`src/rtl/instr_enc16_loader_if.sv`:
```
// Host/memory side bundle for the 16-bit instruction encoder/loader.
// master = host request + memory ack driver, slave = the loader itself.
interface instr_enc16_loader_if #(parameter int AW = 8);
    logic          start;
    logic [AW-1:0] start_addr;
    logic          in_valid;
    logic          in_ready;
    logic [24:0]   op_sel;
    logic [2:0]    rd;
    logic [2:0]    rm;
    logic [2:0]    rn;
    logic [10:0]   imm;
    logic          mem_we;
    logic [AW-1:0] mem_addr;
    logic [15:0]   mem_wdata;
    logic          mem_ack;
    logic          busy;
    logic          done;
    logic          full;
    logic          err;
    logic [AW:0]   word_cnt;

    modport master (
        output start, start_addr, in_valid, op_sel, rd, rm, rn, imm, mem_ack,
        input  in_ready, mem_we, mem_addr, mem_wdata, busy, done, full, err, word_cnt
    );

    modport slave (
        input  start, start_addr, in_valid, op_sel, rd, rm, rn, imm, mem_ack,
        output in_ready, mem_we, mem_addr, mem_wdata, busy, done, full, err, word_cnt
    );
endinterface

```
`src/rtl/instr_enc16_loader.sv`:
```
// Encodes one-hot ops into 16-bit words and writes them sequentially to instruction RAM.
// Latency: word written 1 cycle after accept, min 2 cycles/word; waits on mem_ack with mem_we held.
// Backpressure: in_ready low while writing and after HLT/full. IMM_RANGE_CHK_EN rejects out-of-field imm.
module instr_enc16_loader #(
    parameter int AW = 8
) (
    input logic                  CLK,
    input logic                  RST,
    instr_enc16_loader_if.slave  bus
);
    localparam int OP_LHI  = 0,  OP_LLI  = 1,  OP_LDRI = 2,  OP_STRI = 3,  OP_ADDI = 4;
    localparam int OP_SUBI = 5,  OP_LDRR = 6,  OP_STRR = 7,  OP_CMP  = 8,  OP_ADD  = 9;
    localparam int OP_ADC  = 10, OP_SUB  = 11, OP_SBB  = 12, OP_MOV  = 13, OP_BEQ  = 14;
    localparam int OP_BNE  = 15, OP_BCS  = 16, OP_BCC  = 17, OP_BAL  = 18, OP_JMP  = 19;
    localparam int OP_JALL = 20, OP_JALR = 21, OP_JR   = 22, OP_OUTR = 23, OP_HLT  = 24;

`ifdef IMM_RANGE_CHK_EN
    localparam bit IMM_CHK = 1'b1;
`else
    localparam bit IMM_CHK = 1'b0;
`endif

    typedef enum logic [2:0] {IDLE, LOAD, WRITE, DONE, FULL} state_t;
    state_t state;

    logic [15:0] enc;
    logic [3:0]  fw;
    logic        onehot;
    logic        imm_over;
    logic        legal;
    logic        wr_hlt;

    // fw is the immediate field width of the selected format (0 = no immediate)
    always_comb begin
        enc = '0;
        fw  = 4'd0;
        case (1'b1)
            bus.op_sel[OP_LHI]:  begin enc = {5'b00001, bus.rd, bus.imm[7:0]};                 fw = 4'd8;  end
            bus.op_sel[OP_LLI]:  begin enc = {5'b00010, bus.rd, bus.imm[7:0]};                 fw = 4'd8;  end
            bus.op_sel[OP_LDRI]: begin enc = {5'b00011, bus.rd, bus.rm, bus.imm[4:0]};         fw = 4'd5;  end
            bus.op_sel[OP_STRI]: begin enc = {5'b00101, bus.rd, bus.rm, bus.imm[4:0]};         fw = 4'd5;  end
            bus.op_sel[OP_ADDI]: begin enc = {5'b00111, bus.rd, bus.rm, bus.imm[4:0]};         fw = 4'd5;  end
            bus.op_sel[OP_SUBI]: begin enc = {5'b01000, bus.rd, bus.rm, bus.imm[4:0]};         fw = 4'd5;  end
            bus.op_sel[OP_LDRR]: enc = {5'b00100, bus.rd, bus.rm, bus.rn, 2'b00};
            bus.op_sel[OP_STRR]: enc = {5'b00110, bus.rd, bus.rm, bus.rn, 2'b00};
            bus.op_sel[OP_CMP]:  enc = {5'b00110, 3'b000, bus.rm, bus.rn, 2'b01};
            bus.op_sel[OP_ADD]:  enc = {5'b00000, bus.rd, bus.rm, bus.rn, 2'b00};
            bus.op_sel[OP_ADC]:  enc = {5'b00000, bus.rd, bus.rm, bus.rn, 2'b01};
            bus.op_sel[OP_SUB]:  enc = {5'b00000, bus.rd, bus.rm, bus.rn, 2'b10};
            bus.op_sel[OP_SBB]:  enc = {5'b00000, bus.rd, bus.rm, bus.rn, 2'b11};
            bus.op_sel[OP_MOV]:  enc = {5'b01011, bus.rd, bus.rm, 5'b00000};
            bus.op_sel[OP_BEQ]:  begin enc = {4'b1100, 4'b0000, bus.imm[7:0]};                fw = 4'd8;  end
            bus.op_sel[OP_BNE]:  begin enc = {4'b1100, 4'b0001, bus.imm[7:0]};                fw = 4'd8;  end
            bus.op_sel[OP_BCS]:  begin enc = {4'b1100, 4'b0010, bus.imm[7:0]};                fw = 4'd8;  end
            bus.op_sel[OP_BCC]:  begin enc = {4'b1100, 4'b0011, bus.imm[7:0]};                fw = 4'd8;  end
            bus.op_sel[OP_BAL]:  begin enc = {4'b1100, 4'b1110, bus.imm[7:0]};                fw = 4'd8;  end
            bus.op_sel[OP_JMP]:  begin enc = {5'b10000, bus.imm};                             fw = 4'd11; end
            bus.op_sel[OP_JALL]: begin enc = {5'b10001, bus.rd, bus.imm[7:0]};                fw = 4'd8;  end
            bus.op_sel[OP_JALR]: enc = {5'b10010, bus.rd, bus.rm, 5'b00000};
            bus.op_sel[OP_JR]:   enc = {5'b10011, bus.rd, 8'h00};
            bus.op_sel[OP_OUTR]: enc = {5'b11100, 3'b000, bus.rm, 5'b00000};
            bus.op_sel[OP_HLT]:  enc = 16'hE001;
            default:             enc = '0;
        endcase
    end

    assign onehot   = (bus.op_sel != '0) && ((bus.op_sel & (bus.op_sel - 25'd1)) == '0);
    assign imm_over = |(bus.imm >> fw);
    assign legal    = onehot && !(IMM_CHK && imm_over);

    always_ff @(posedge CLK or posedge RST) begin
        if (RST) begin
            state         <= IDLE;
            wr_hlt        <= 1'b0;
            bus.in_ready  <= 1'b0;
            bus.mem_we    <= 1'b0;
            bus.mem_addr  <= '0;
            bus.mem_wdata <= '0;
            bus.busy      <= 1'b0;
            bus.done      <= 1'b0;
            bus.full      <= 1'b0;
            bus.err       <= 1'b0;
            bus.word_cnt  <= '0;
        end else if (bus.start && state != WRITE) begin
            // a start also drops any request offered in the same cycle
            state        <= LOAD;
            bus.mem_addr <= bus.start_addr;
            bus.word_cnt <= '0;
            bus.err      <= 1'b0;
            bus.done     <= 1'b0;
            bus.full     <= 1'b0;
            bus.mem_we   <= 1'b0;
            bus.in_ready <= 1'b1;
            bus.busy     <= 1'b1;
        end else begin
            case (state)
                LOAD: begin
                    if (bus.in_valid) begin
                        if (!legal) begin
                            bus.err <= 1'b1;
                        end else begin
                            bus.mem_wdata <= enc;
                            wr_hlt        <= bus.op_sel[OP_HLT];
                            bus.mem_we    <= 1'b1;
                            bus.in_ready  <= 1'b0;
                            state         <= WRITE;
                        end
                    end
                end
                WRITE: begin
                    if (bus.mem_ack) begin
                        bus.mem_we   <= 1'b0;
                        bus.word_cnt <= bus.word_cnt + (AW+1)'(1);
                        if (wr_hlt) begin
                            state    <= DONE;
                            bus.done <= 1'b1;
                            bus.busy <= 1'b0;
                        end else if (bus.mem_addr == '1) begin
                            state    <= FULL;
                            bus.full <= 1'b1;
                            bus.busy <= 1'b0;
                        end else begin
                            bus.mem_addr <= bus.mem_addr + AW'(1);
                            bus.in_ready <= 1'b1;
                            state        <= LOAD;
                        end
                    end
                end
                default: ;
            endcase
        end
    end
endmodule

```
`src/flat_wrapper.sv`:
```
// flat-port wrapper written by rule: the top's interface ports become plain ports
module instr_enc16_loader_flat 
#(
    parameter int AW = 8
)
  (CLK, RST, bus_start, bus_start_addr, bus_in_valid, bus_op_sel, bus_rd, bus_rm, bus_rn, bus_imm, bus_mem_ack, bus_in_ready, bus_mem_we, bus_mem_addr, bus_mem_wdata, bus_busy, bus_done, bus_full, bus_err, bus_word_cnt);
  instr_enc16_loader_if #(.AW(AW)) bus_i ();
  input logic CLK;
  input logic RST;
  input wire logic [$bits(bus_i.start)-1:0] bus_start;
  input wire logic [$bits(bus_i.start_addr)-1:0] bus_start_addr;
  input wire logic [$bits(bus_i.in_valid)-1:0] bus_in_valid;
  input wire logic [$bits(bus_i.op_sel)-1:0] bus_op_sel;
  input wire logic [$bits(bus_i.rd)-1:0] bus_rd;
  input wire logic [$bits(bus_i.rm)-1:0] bus_rm;
  input wire logic [$bits(bus_i.rn)-1:0] bus_rn;
  input wire logic [$bits(bus_i.imm)-1:0] bus_imm;
  input wire logic [$bits(bus_i.mem_ack)-1:0] bus_mem_ack;
  output wire logic [$bits(bus_i.in_ready)-1:0] bus_in_ready;
  output wire logic [$bits(bus_i.mem_we)-1:0] bus_mem_we;
  output wire logic [$bits(bus_i.mem_addr)-1:0] bus_mem_addr;
  output wire logic [$bits(bus_i.mem_wdata)-1:0] bus_mem_wdata;
  output wire logic [$bits(bus_i.busy)-1:0] bus_busy;
  output wire logic [$bits(bus_i.done)-1:0] bus_done;
  output wire logic [$bits(bus_i.full)-1:0] bus_full;
  output wire logic [$bits(bus_i.err)-1:0] bus_err;
  output wire logic [$bits(bus_i.word_cnt)-1:0] bus_word_cnt;
  assign bus_i.start = bus_start;
  assign bus_i.start_addr = bus_start_addr;
  assign bus_i.in_valid = bus_in_valid;
  assign bus_i.op_sel = bus_op_sel;
  assign bus_i.rd = bus_rd;
  assign bus_i.rm = bus_rm;
  assign bus_i.rn = bus_rn;
  assign bus_i.imm = bus_imm;
  assign bus_i.mem_ack = bus_mem_ack;
  assign bus_in_ready = bus_i.in_ready;
  assign bus_mem_we = bus_i.mem_we;
  assign bus_mem_addr = bus_i.mem_addr;
  assign bus_mem_wdata = bus_i.mem_wdata;
  assign bus_busy = bus_i.busy;
  assign bus_done = bus_i.done;
  assign bus_full = bus_i.full;
  assign bus_err = bus_i.err;
  assign bus_word_cnt = bus_i.word_cnt;
  instr_enc16_loader #(.AW(AW)) u_core (.CLK(CLK), .RST(RST), .bus(bus_i));
endmodule
```
`config.mk`:
```
export PLATFORM = sky130hd
export DESIGN_NAME = instr_enc16_loader_flat
export DESIGN_NICKNAME = d
export VERILOG_FILES = /design/src/rtl/instr_enc16_loader_if.sv /design/src/rtl/instr_enc16_loader.sv /design/src/flat_wrapper.sv
export SDC_FILE = /design/constraint.sdc
export NUM_CORES = 1
export LEC_CHECK = 0
export CORE_MARGIN = 1
export CORE_UTILIZATION = 35
export DETAILED_ROUTE_END_ITERATION = 10
export PLACE_DENSITY = 0.66
export SETUP_SLACK_MARGIN = 0.5
export SLEW_MARGIN = 40
export SYNTH_ARGS = -nofsm -noshare
export SYNTH_HDL_FRONTEND = slang
export SYNTH_SLANG_ARGS = --single-unit
```
`constraint.sdc`:
```
create_clock -name CLK -period 3.3 [get_ports CLK]
set_clock_uncertainty 0.1 [all_clocks]
set_input_delay 0.825 -clock CLK [delete_from_list [all_inputs] [get_ports CLK]]
set_output_delay 0.825 -clock CLK [all_outputs]
set_load 0.02 [all_outputs]
```
==> impl_metrics.env, run 1 <==
export IMPL_antenna_found_initial=0
export IMPL_grt_pass1_vias=3249
export IMPL_drc=0
export IMPL_diodes=0
export IMPL_fmax_mhz=326.1
export IMPL_cts_tree="done"
export IMPL_cts_buffers=5
export IMPL_grt_pass1_wl_mm=15.58
export IMPL_finalCritPeriodShare=0.9293
export IMPL_insertion_delay_ns=0.31
export IMPL_dieArea_um2=8351
export IMPL_powerDensity_nw_per_um2=260.0
export IMPL_crit_type="in2reg"
export IMPL_cp_max_fo=3
export IMPL_gp_congestion=0.9277
export IMPL_core_area_um2=7727
export IMPL_drive_gt1_frac=0.3447
export IMPL_avgSynthCellArea_um2=8.849
export IMPL_dr_first_iter_drc_count=101
export IMPL_start_util=0.3619
export IMPL_vias=3177
export IMPL_tightest_slew_ns=0.5579
export IMPL_rsz0062_at_grt="true"
export IMPL_drv_slew=0
export IMPL_synth_area_um2=2796
export IMPL_dpl_hpwl_mm=7.300
export IMPL_h_tree_depth=2
export IMPL_pin_count=97
export IMPL_viasPerCell=5.286
export IMPL_rows=32
export IMPL_clock_sinks=43
export IMPL_dieHeight_um=91.39
export IMPL_synth_warnings=0
export IMPL_dp_slack_ns=-0.4753
export IMPL_synthCells=316
export IMPL_drt_wl_total_mm=9.841
export IMPL_fin_ws_ns=0.2332
export IMPL_final_common_cell="buf_4"
export IMPL_syn_num_nets=376
export IMPL_final_hold_violation_count=0
export IMPL_critPathLaunchType="primary input"
export IMPL_final_cell_mix="buf_4, clkdlybuf4s50_1, dfrtp_1, nor2_1, nand2_1"
export IMPL_p_leak_nw=2.161
export IMPL_ys_async_sr_fraction=1.000
export IMPL_cp_end_kind="register"
export IMPL_grt_usage=0.2370
export IMPL_arrival_ns=3.22
export IMPL_io_buffers=96
export IMPL_status="finished, final reports clean"
export IMPL_firstDrtPassIters=4
export IMPL_wire_per_inst_um=16.37
export IMPL_synth_edff_count=0
export IMPL_die_x_um=91.39
export IMPL_cts_hold_buf=0
export IMPL_synth_seq_cells=43
export IMPL_synth_cell_types=54
export IMPL_nets=558
export IMPL_period_needed_ns=3.067
export IMPL_grt_max_degree=44
export IMPL_ys_flop_type="dfrtp_1"
export IMPL_cp_data_required_time_ns=3.46
export IMPL_ir_worst_vdd_v=0.0001590
export IMPL_maxCapViolations=0
export IMPL_synth_seq_area_share=0.3848
export IMPL_areaGrowthSynthToFinish_pct=72.30
export IMPL_gr_total_overflow=0
export IMPL_cts_root_buf="clkbuf_8"
export IMPL_finalSetupViolations=0
export IMPL_path_clk_slew_ns=0.09
export IMPL_total_power_mw=1.253
export IMPL_hold_class="reg2reg"
export IMPL_ant_nets=0
export IMPL_relSlewSlack=0.6281
export IMPL_fill_cells=656
export IMPL_clock_path_buffers=2
## state kept, by name, summed over array words and instances (netlist names)
register and flops:
u_core.bus.busy 1, u_core.bus.done 1, u_core.bus.err 1, u_core.bus.full 1, u_core.bus.in_ready 1, u_core.bus.mem_addr 8
u_core.bus.mem_wdata 16, u_core.bus.mem_we 1, u_core.bus.word_cnt 9, u_core.state 3, u_core.wr_hlt 1
## metrics by stage
| step | hold slack (ns) | util | cell area (um2) | TNS, ns | cells |
|---|---|---|---|---|---|
| after floorplan | 0.4105 | - | 2799 | 0 | 316 |
| after global placement | 0.3815 | 0.5670 | 4382 | -7.260 | 575 |
| after detailed placement | 0.3879 | 0.5670 | 4382 | -9.598 | 575 |
| after CTS | 0.4095 | 0.6206 | 4796 | 0 | 598 |
| after global routing | 0.4351 | 0.6235 | 4818 | 0 | 601 |
| final | 0.3947 | 0.6235 | 4818 | 0 | 601 |
## cell families after synthesis
| kind of cell | Yosys count | synth area share |
|---|---|---|
| flops | 43 | 0.3848 |
| simple gates | 135 | 0.2524 |
| fa+ha+maj | 2 | 0.008947 |
| compound gates | 84 | 0.1928 |
| xor+xnor | 12 | 0.03759 |
| mux | 20 | 0.09307 |
| buf+inv | 20 | 0.03042 |
## what timing repair did
item	CTS	global route
buffers inserted	14	3
cloned	1	0
gates resized for setup	101	18
pin swaps	27	14
setup endpoints to repair	22	22
endpoints found under the hold margin	0	0
## critical path, stage by stage
cell and delay (ns):
buf_8 0.10, or4_4 0.57, nor4_4 0.34, nand3_1 0.15, buf_4 0.16, buf_4 0.12
buf_4 0.12, buf_4 0.12, buf_4 0.12, buf_4 0.13, buf_6 0.11, buf_6 0.10
o21ai_2 0.10, mux2_4 0.15
## power by group
| group | internal, mW | switching [mW] | total [mW] |
|---|---|---|---|
| Sequential | 0.537 | 0.0129 | 0.550 |
| Clock | 0.226 | 0.199 | 0.424 |
| Combinational | 0.146 | 0.133 | 0.279 |
## synthesized netlist by cell type, types with 2 or more instances
cell	instances	area, um2
inv_1	11	41.29
and2_1	2	12.51
and3_1	5	31.28
o22ai_1	2	12.51
o21bai_1	2	15.01
nor2b_1	2	12.51
nand3_1	6	30.03
dfrtp_1	43	1076
or3_1	6	37.54
a32o_1	3	30.03
nor4_2	2	25.02
mux2i_1	2	20.02
nor4_1	5	31.28
o21ai_0	31	155.2
a21boi_0	2	15.01
o41ai_1	2	17.52
a211oi_1	2	15.01
nor2_1	38	142.6
a21oi_1	17	85.08
o21a_1	3	22.52
a31oi_1	2	12.51
or2_2	5	31.28
nor3_1	11	55.05
a22oi_1	2	15.01
xor2_1	9	78.83
xnor2_1	3	26.28
nand4_1	8	50.05
or4_1	5	37.54
nand2b_1	2	12.51
buf_2	2	10.01
nand2_1	32	120.1
mux2_4	10	150.1
o31ai_1	4	30.03
clkbuf_1	6	22.52
mux2_2	8	90.09
a22o_1	2	17.52
ha_1	2	25.02
## final timing paths
check,startpoint,endpoint,slack [ns],depth (start not counted)
setup / recovery,bus_op_sel[11],u_core.bus.mem_wdata[10],0.23,14
hold / removal,u_core.bus.busy,u_core.bus.busy,0.39,2
setup reg to reg,u_core.state[2],u_core.bus.mem_wdata[4],0.95,6
hold reg to reg,u_core.bus.busy,u_core.bus.busy,0.39,2
max in group asynchronous,RST,u_core.bus.busy,1.86,3
min in group asynchronous,RST,u_core.bus.word_cnt[3],0.85,3
## metal layers
| metal | up-vias | GRT usage | wire [um] |
|---|---|---|---|
| met4 | 0 | 0.1177 | 414 |
| met2 | 129 | 0.4267 | 4970 |
| met5 | - | 0 | 0 |
| met1 | 1485 | 0.2674 | 3904 |
| met3 | 31 | 0.04104 | 552 |
| li1 | 1532 | - | - |
## final cells by class
type                       instances  area [um2]  area share
tap                              102       127.6     0.02649
multi-input combinational        253        1838      0.3815
clock buffer                       5       68.82     0.01428
clock inverter                     3       43.79    0.009089
timing repair buffer             184        1623      0.3368
inverter                          11       41.29    0.008569
sequential                        43        1076      0.2233
Note: power is estimated with default switching activity, not from simulation.
==> run 2, diff against run 1 <==
==> constraint.sdc (replaced) <==
create_clock -name CLK -period 2.84 [get_ports CLK]
set_clock_uncertainty 0.1 [all_clocks]
set_input_delay 0.71 -clock CLK [delete_from_list [all_inputs] [get_ports CLK]]
set_output_delay 0.71 -clock CLK [all_outputs]
set_load 0.02 [all_outputs]
==> run 2 against run 1 <==
Against the previous run:
- the flow now finishes with violations (negative setup slack)
- first-iteration DRC count up 17%
- clock-buffer cell count unchanged
- utilization up 0.13 points
- cell count up 1.0%
- worst hold slack better by 0.011 ns
- critical path type unchanged
==> impl_metrics.env, run 2 (synthesized netlist as in run 1, its figures left out) <==
export IMPL_status="complete, but fails checks"
export IMPL_violations="negative setup slack"
export IMPL_dp_slack_ns=-0.8211
export IMPL_critPathLaunchType="primary input"
export IMPL_crit_top_cell="nor4_4"
export IMPL_grt_pass1_vias=3290
export IMPL_seqPwrFrac=0.464
export IMPL_clock_sinks=43
export IMPL_tightest_slew_ns=0.3995
export IMPL_p_leak_nw=2.172
export IMPL_final_common_cell="buf_4"
export IMPL_holdWs_ns=0.4054
export IMPL_gr_total_overflow=0
export IMPL_insertion_delay_ns=0.31
export IMPL_vias=3248
export IMPL_globalRouteMet1Util=0.2818
export IMPL_stdcell_area_um2=4828
export IMPL_cts_root_buf="clkbuf_8"
export IMPL_ant_nets=0
export IMPL_drc=0
export IMPL_cts_tree="done"
export IMPL_io_buffers=96
export IMPL_grt_busiest_layer="met2"
export IMPL_finalCritPeriodShare=1.038
export IMPL_postLayoutCoreUtil=0.6248
export IMPL_cpPeakStageDelay_ns=0.56
export IMPL_clkPwrFrac=0.299
export IMPL_switchingPower_mw=0.4053
export IMPL_p_comb_frac=0.237
export IMPL_viasPerCell=5.351
export IMPL_final_hold_violation_count=0
export IMPL_grt_max_degree=44
export IMPL_relSlewSlack=0.7299
export IMPL_grt_use_met3=0.03099
export IMPL_cp_cell_sequence="buf_6 > or4_4 > nor4_4 > nand3_2 > o2bb2ai_2 > nor4_4 > nand3_4 > buf_12 > mux2_4"
export IMPL_top_register="u_core.bus.mem_wdata"
export IMPL_fin_ws_ns=-0.1070
export IMPL_diodes=0
export IMPL_drv_slew=0
export IMPL_dpl_hpwl_mm=7.251
export IMPL_placed_area_um2=4447
export IMPL_areaGrowthSynthToFinish_pct=72.66
export IMPL_wire_per_inst_um=15.75
export IMPL_top_regs="u_core.bus.mem_wdata (16), u_core.bus.word_cnt (9), u_core.bus.mem_addr (8)"
export IMPL_core_area_um2=7727
export IMPL_period_needed_ns=2.947
export IMPL_use_met2=0.4242
export IMPL_arrival_ns=3.04
export IMPL_drt_wl_total_mm=9.558
export IMPL_cp_data_required_time_ns=2.93
export IMPL_grt_usage=0.2366
export IMPL_pin_count=97
export IMPL_largest_register_ffs=16
export IMPL_setup_tns_ns=-1.688
export IMPL_fmax_mhz=339.3
export IMPL_p_sw_frac=0.2942
export IMPL_dieHeight_um=91.39
export IMPL_start_util=0.3619
export IMPL_grt_pass1_wl_mm=15.68
export IMPL_maxCapViolations=0
export IMPL_hold_class="reg2reg"
export IMPL_crit_slowest_cell="or4_4"
export IMPL_drive_gt1_frac=0.3465
export IMPL_crit_type="in2reg"
export IMPL_internal_power_mw=0.9723
export IMPL_path_clk_slew_ns=0.09
export IMPL_dieArea_um2=8351
export IMPL_ir_worst_vdd_v=0.0001622
export IMPL_nets=564
export IMPL_final_cell_mix="buf_4, clkdlybuf4s50_1, dfrtp_1, nor2_1, nand2_1"
export IMPL_antenna_found_initial=0
export IMPL_rows=32
export IMPL_cp_max_fo=7
export IMPL_die_x_um=91.39
export IMPL_cts_buffers=5
export IMPL_rsz0062_at_grt="true"
export IMPL_cp_end_kind="register"
export IMPL_finalSetupViolations=21
export IMPL_firstDrtPassIters=4
export IMPL_powerDensity_nw_per_um2=285.3
export IMPL_dr_first_iter_drc_count=118
export IMPL_gp_congestion=0.9191
export IMPL_cts_hold_buf=0
export IMPL_h_tree_depth=2
export IMPL_clock_path_buffers=2
==> run 2: path summary, 6_finish.rpt <==
path                                  from  slack [ns]  cells past startpoint                       end
min                         u_core.bus.err        0.41                      1            u_core.bus.err
max                          bus_op_sel[9]       -0.11                      9  u_core.bus.mem_wdata[14]
max reg2reg                u_core.state[2]        0.59                      6  u_core.bus.mem_wdata[14]
min in group asynchronous              RST        0.63                      3    u_core.bus.word_cnt[3]
min reg2reg                 u_core.bus.err        0.41                      1            u_core.bus.err
max in group asynchronous              RST        1.79                      3           u_core.state[1]
==> run 2: power by group through the flow <==
stage               clock (mW)  combinational [mW]  sequential, mW
finish                   0.412               0.327           0.639
detailed placement           0               0.315           0.651
CTS                      0.426               0.322           0.639
global placement             0               0.313           0.651
floorplan                    0              0.0966           0.662
global route             0.455               0.352           0.641
==> run 2: worst max-delay path: cells and delay by family <==
family | cells | cell delay (ns)
mux | 1 | 0.29
simple gates | 5 | 1.59
compound gates | 1 | 0.17
buf+inv | 2 | 0.28
==> run 2: repair_timing <==
action                     CTS  global route
gates resized for setup     86            23
gates cloned                 1             0
pin swaps                   25             5
hold endpoints to repair     0             0
setup buffers               16             0
setup endpoints to repair   22            22
==> run 2: final cells by class <==
cell class,count,area [um2]
Multi-Input combinational cell,253,1827
Sequential cell,43,1076
Fill cell,654,2899
Timing Repair Buffer,190,1664
Clock inverter,3,23.77
Inverter,11,41.29
Clock buffer,5,68.82
Tap cell,102,127.6
==> run 2: stage by stage <==
stage,power [mW],instances
after global placement,0.9640,582
final,1.378,607
after detailed placement,0.9657,582
after CTS,1.387,607
after floorplan,0.7586,316
after global routing,1.448,607
==> run 2: routing by layer <==
layer	routed length, um	vias to the layer above
li1	-	1541
met1	3874	1552
met3	549	21
met2	4888	134
met4	245	0
met5	0	-
